==> src/rtl/commit_rob.sv <==
// In-order commit buffer: grants sequence numbers, collects out-of-order completions,
// retires one entry per cycle in order. Optional squash via `COMMIT_ROB_FLUSH_EN (adds flush port).
module commit_rob #(
    parameter int unsigned p_seq_num_bits = 5,
    parameter int unsigned p_depth        = 8,
    parameter int unsigned p_addr_bits    = 32,
    parameter int unsigned p_data_bits    = 32
) (
    input  logic                      clk,
    input  logic                      rst,
    input  logic                      alloc_val,
    output logic                      alloc_rdy,
    output logic [p_seq_num_bits-1:0] alloc_seq_num,
    input  logic                      complete_val,
    input  logic [p_seq_num_bits-1:0] complete_seq_num,
    input  logic [p_addr_bits-1:0]    complete_pc,
    input  logic [4:0]                complete_waddr,
    input  logic [p_data_bits-1:0]    complete_wdata,
    input  logic                      complete_wen,
`ifdef COMMIT_ROB_FLUSH_EN
    input  logic                      flush,
`endif
    output logic                      commit_val,
    output logic [p_addr_bits-1:0]    commit_pc,
    output logic [p_seq_num_bits-1:0] commit_seq_num,
    output logic [4:0]                commit_waddr,
    output logic [p_data_bits-1:0]    commit_wdata,
    output logic                      commit_wen
);

    localparam int unsigned SW    = p_seq_num_bits;
    localparam int unsigned IDX_W = (p_depth > 1) ? $clog2(p_depth) : 1;
    localparam int unsigned CNT_W = $clog2(p_depth + 1);

    logic [SW-1:0]      head_q, head_d;
    logic [SW-1:0]      tail_q, tail_d;
    logic [CNT_W-1:0]   count_q, count_d;
    logic [p_depth-1:0] alloc_q, alloc_d;
    logic [p_depth-1:0] done_q, done_d;

    logic [p_addr_bits-1:0] pc_q    [p_depth];
    logic [4:0]             waddr_q [p_depth];
    logic [p_data_bits-1:0] wdata_q [p_depth];
    logic [p_depth-1:0]     wen_q;

    logic [IDX_W-1:0] head_idx, tail_idx, cmp_idx;
    logic             alloc_fire;
    logic             complete_en;

    assign head_idx = IDX_W'(head_q);
    assign tail_idx = IDX_W'(tail_q);
    assign cmp_idx  = IDX_W'(complete_seq_num);

    // Handshake and retire outputs depend only on registered state (plus flush)
`ifdef COMMIT_ROB_FLUSH_EN
    assign alloc_rdy   = (count_q != CNT_W'(p_depth)) && !flush;
    assign complete_en = complete_val && !flush;
`else
    assign alloc_rdy   = (count_q != CNT_W'(p_depth));
    assign complete_en = complete_val;
`endif
    assign alloc_seq_num = tail_q;
    assign alloc_fire    = alloc_val && alloc_rdy;

    assign commit_val     = alloc_q[head_idx] && done_q[head_idx];
    assign commit_seq_num = head_q;
    assign commit_pc      = pc_q[head_idx];
    assign commit_waddr   = waddr_q[head_idx];
    assign commit_wdata   = wdata_q[head_idx];
    assign commit_wen     = wen_q[head_idx];

    // Next-state: retire head, mark completion, allocate at tail, then squash if flushing
    always_comb begin
        head_d  = head_q;
        tail_d  = tail_q;
        count_d = count_q;
        alloc_d = alloc_q;
        done_d  = done_q;

        if (commit_val) begin
            alloc_d[head_idx] = 1'b0;
            done_d[head_idx]  = 1'b0;
            head_d            = head_q + SW'(1);
        end
        if (complete_en) begin
            done_d[cmp_idx] = 1'b1;
        end
        if (alloc_fire) begin
            alloc_d[tail_idx] = 1'b1;
            done_d[tail_idx]  = 1'b0;
            tail_d            = tail_q + SW'(1);
        end

        unique case ({alloc_fire, commit_val})
            2'b10:   count_d = count_q + CNT_W'(1);
            2'b01:   count_d = count_q - CNT_W'(1);
            default: count_d = count_q;
        endcase

`ifdef COMMIT_ROB_FLUSH_EN
        if (flush) begin
            alloc_d = '0;
            done_d  = '0;
            tail_d  = head_d;
            count_d = '0;
        end
`endif
    end

    always_ff @(posedge clk) begin
        if (rst) begin
            head_q  <= '0;
            tail_q  <= '0;
            count_q <= '0;
            alloc_q <= '0;
            done_q  <= '0;
        end else begin
            head_q  <= head_d;
            tail_q  <= tail_d;
            count_q <= count_d;
            alloc_q <= alloc_d;
            done_q  <= done_d;
        end
    end

    // Payload storage needs no reset; validity lives in alloc/done bits
    always_ff @(posedge clk) begin
        if (complete_en) begin
            pc_q[cmp_idx]    <= complete_pc;
            waddr_q[cmp_idx] <= complete_waddr;
            wdata_q[cmp_idx] <= complete_wdata;
            wen_q[cmp_idx]   <= complete_wen;
        end
    end

endmodule

==> config.mk <==
export PLATFORM = sky130hd
export DESIGN_NAME = commit_rob
export DESIGN_NICKNAME = d
export VERILOG_FILES = /design/src/rtl/commit_rob.sv
export SDC_FILE = /design/constraint.sdc
export NUM_CORES = 1
export LEC_CHECK = 0
export CORE_MARGIN = 1
export CORE_UTILIZATION = 58
export DETAILED_ROUTE_END_ITERATION = 10
export GPL_ROUTABILITY_DRIVEN = 0
export PLACE_DENSITY_LB_ADDON = 0.1
export SLEW_MARGIN = 25
export SYNTH_ARGS = -nofsm -noshare
export SYNTH_HDL_FRONTEND = slang
export SYNTH_SLANG_ARGS = --single-unit
==> constraint.sdc <==
create_clock -name clk -period 7.9 [get_ports clk]
set_input_delay 1.58 -clock clk [delete_from_list [all_inputs] [get_ports clk]]
set_output_delay 1.58 -clock clk [all_outputs]
set_load 0.05 [all_outputs]
==> qor.yml <==
slowest_delay_ns: 0.81
synthTopCellsByCount: "edfxtp_1, mux4_2, mux2_2"
cts_setup_buffers: 0
syn_to_final_growth_pct: 18.0
nNetsFinal: 1286
drv_cap: 0
p_leak_uw: 0.00820
grt_usage_pct: 22.3
hold_viol: 0
fp.dieH_microns: 199
maxSlewViolCount: 0
grt_max_degree: 62
cp_data_arrival_time_ns: 3.60
crit_type: "reg2out"
worst_path_dominant_cell_family: "buffers and inverters"
required_ns: 6.32
drt_iter0_drc: 784
ys_seq_elements: 593
worst_skew_pair.late_latency_ns: 0.59
cts_tree: "yes"
slew_headroom_pct: 33.1
crit_chain: "buf_4 -> mux4_2 -> mux2_2 -> clkdlybuf4s50_1"
cp_max_fo: 49
synth_area_leader_cell: "edfxtp_1"
clkTransAtPathRegs_ns: 0.06
hold_class: "reg2reg"
post_drt_wl_per_cell_microns: 24.3
holdBufCountCts: 0
synth_area_per_cell_sq_um: 22.4
slowest_stage: "dfxtp_4"
clock_skew_ns: 0.00870
synth.most_common_cell: "edfxtp_1"
avgViaCountPerCell: 5.93
max-vdd-ir-drop_mv: 0.253
clock.fmax_mhz: 193
antenna_found_initial: 3
max-clock-path-buffers: 3
ctsHtreeMaxLevel: 2
drcViolationCount: 0
start_util_pct: 59.5
synthesis.area_sq_mm: 0.0226
post_cts_resized: 0
finalSetupViolations: 0
core_sq_mm: 0.0380
numClockSinks: 593
syn_inst: 1010
portBuffers: 158
yosysSeqAreaShare_pct: 77.3
wl_microns: 42700
ys.warnings.count: 0
detail-route-antenna-nets: 0
dr.pass1.iters: 5
ys.flop_type: "edfxtp_1"
num_vias: 10400
run_status: "complete, no violations"
cp-end-kind: "output port"
synth_edf_count: 560
synth_top_area_share_pct: 74.4
grt_pass1_vias: 10800
hpwl_microns: 22800
chipWidth_microns: 199
cp_num_buf_inv: 2
die_area_sq_mm: 0.0398
synth_cell_type_count: 41
grt_setup_unrepaired: "no"
tns_ns: 0
timing.final.crit_share_pct: 65.6
grt_pass1_wl_microns: 64100
drive_gt1_share_pct: 27.1
synth-async-reset-ratio_pct: 0
rows: 71
finalCriticalPeriod_ns: 5.18
power.density_mw_per_mm2: 241
grt.overflow.total: 0
io_pins: 161
worst_slew_pin_slew_ns: 1.00
synth_area_leaders: "edfxtp_1, mux4_2, mux2_2"
power_uw: 6420
synth_fp_nets: 1094
startpoint_type: "flip-flop"
numCtsBuffers: 57
root_buffer: "clkbuf_16"
-- state kept, by name, summed over array words and instances, names as in the netlist, named ones only --
register	cells
pc_q	256
count_q	4
done_q	8
wdata_q	256
commit_seq_num	5
alloc_q	8
waddr_q	40
wen_q	8
alloc_seq_num	5
-- where the power goes --
part / internal (uW) / leakage (uW) / switching, uW / total (uW)
registers: 3540 / 0.00536 / 27.1 / 3570
logic: 111 / 0.00200 / 161 / 273
clock network: 1460 / 0.000840 / 1120 / 2580
-- metrics by stage --
step                setup WS (ns)  util (%)  hold WS, ns  area [sq um]  instances
finish                       2.72      70.2        0.475         26700       1754
global route                 2.56      70.2        0.507         26700       1753
CTS                          2.64      70.1        0.475         26600       1751
detailed placement           3.29      65.4        0.466         24900       1652
global placement             3.30      65.4        0.468         24900       1652
floorplan                   0.751         -        0.450         22600       1010
-- path summary, 6_finish.rpt --
check / start / end / slack, ns / depth (start not counted)
min reg2reg: alloc_q[3]$_SDFF_PP0_ / alloc_q[3]$_SDFF_PP0_ / 0.47 / 2
max reg2reg: commit_seq_num[0]$_SDFFE_PP0N_ / count_q[2]$_SDFFE_PP0P_ / 4.79 / 9
min: alloc_q[3]$_SDFF_PP0_ / alloc_q[3]$_SDFF_PP0_ / 0.47 / 2
max: flip-flop / commit_wdata[16] / 2.72 / 4
-- per-layer routing --
metal / up-vias / GRT usage (%) / routed length [microns]
met3: 53 / 4.32 / 2460
met1: 5453 / 32.3 / 18500
li1: 4624 / - / -
met5: - / 0 / 11
met4: 2 / 6.33 / 721
met2: 269 / 35.2 / 21000
-- cells in the final DEF, fill, tap and decap left out, types with 3 or more instances in the layout --
master / Yosys / routed
ha_1: 5 / 5
buf_4: 2 / 23
nor2_4: 0 / 6
clkinv_1: 0 / 5
dfxtp_4: 0 / 3
nand2b_1: 5 / 5
bufinv_16: 0 / 3
nor3b_1: 4 / 4
a21boi_0: 3 / 3
clkinv_4: 0 / 3
mux2i_1: 5 / 5
clkinvlp_4: 0 / 9
nor2_1: 18 / 12
nor3_1: 15 / 13
clkinv_2: 0 / 7
xor2_1: 7 / 7
nand2_1: 23 / 23
mux4_2: 141 / 141
nand4b_1: 6 / 6
clkdlybuf4s50_1: 0 / 158
dfxtp_1: 33 / 30
mux2_2: 69 / 69
o21ba_2: 4 / 4
o21ai_0: 8 / 8
a21oi_1: 16 / 16
clkbuf_16: 0 / 59
edfxtp_1: 560 / 560
or3_1: 5 / 5
clkbuf_1: 31 / 11
nand3_1: 5 / 5
-- cell type report --
class | instances | area (sq um)
inverter | 2 | 7.51
clock buffer | 70 | 1520
tap | 511 | 639
fill | 2413 | 11300
clock inverter | 29 | 255
multi-input combinational | 364 | 4960
sequential | 593 | 17500
timing repair buffer | 184 | 1820
antenna | 1 | 2.50
-- cell families after synthesis --
| logic type | share of synthesized area [%] |
|---|---|
| multiplexers | 17.7 |
| XOR/XNOR | 0.271 |
| buffers and inverters | 1.01 |
| AO/OA/AOI/OAI | 0.985 |
| flip-flops | 77.3 |
| AND/OR/NAND/NOR | 2.45 |
| adder cells (fa/ha/maj) | 0.277 |
-- worst register-to-register path, delay by kind of cell, from the launching register on --
kind | cells | cell delay (ns)
simple gates | 1 | 0.31
compound gates | 2 | 0.19
mux | 2 | 1.02
flops | 1 | 0.73
xor+xnor | 2 | 0.32
fa+ha+maj | 2 | 0.49
Note: power is estimated with default switching activity, not from simulation.
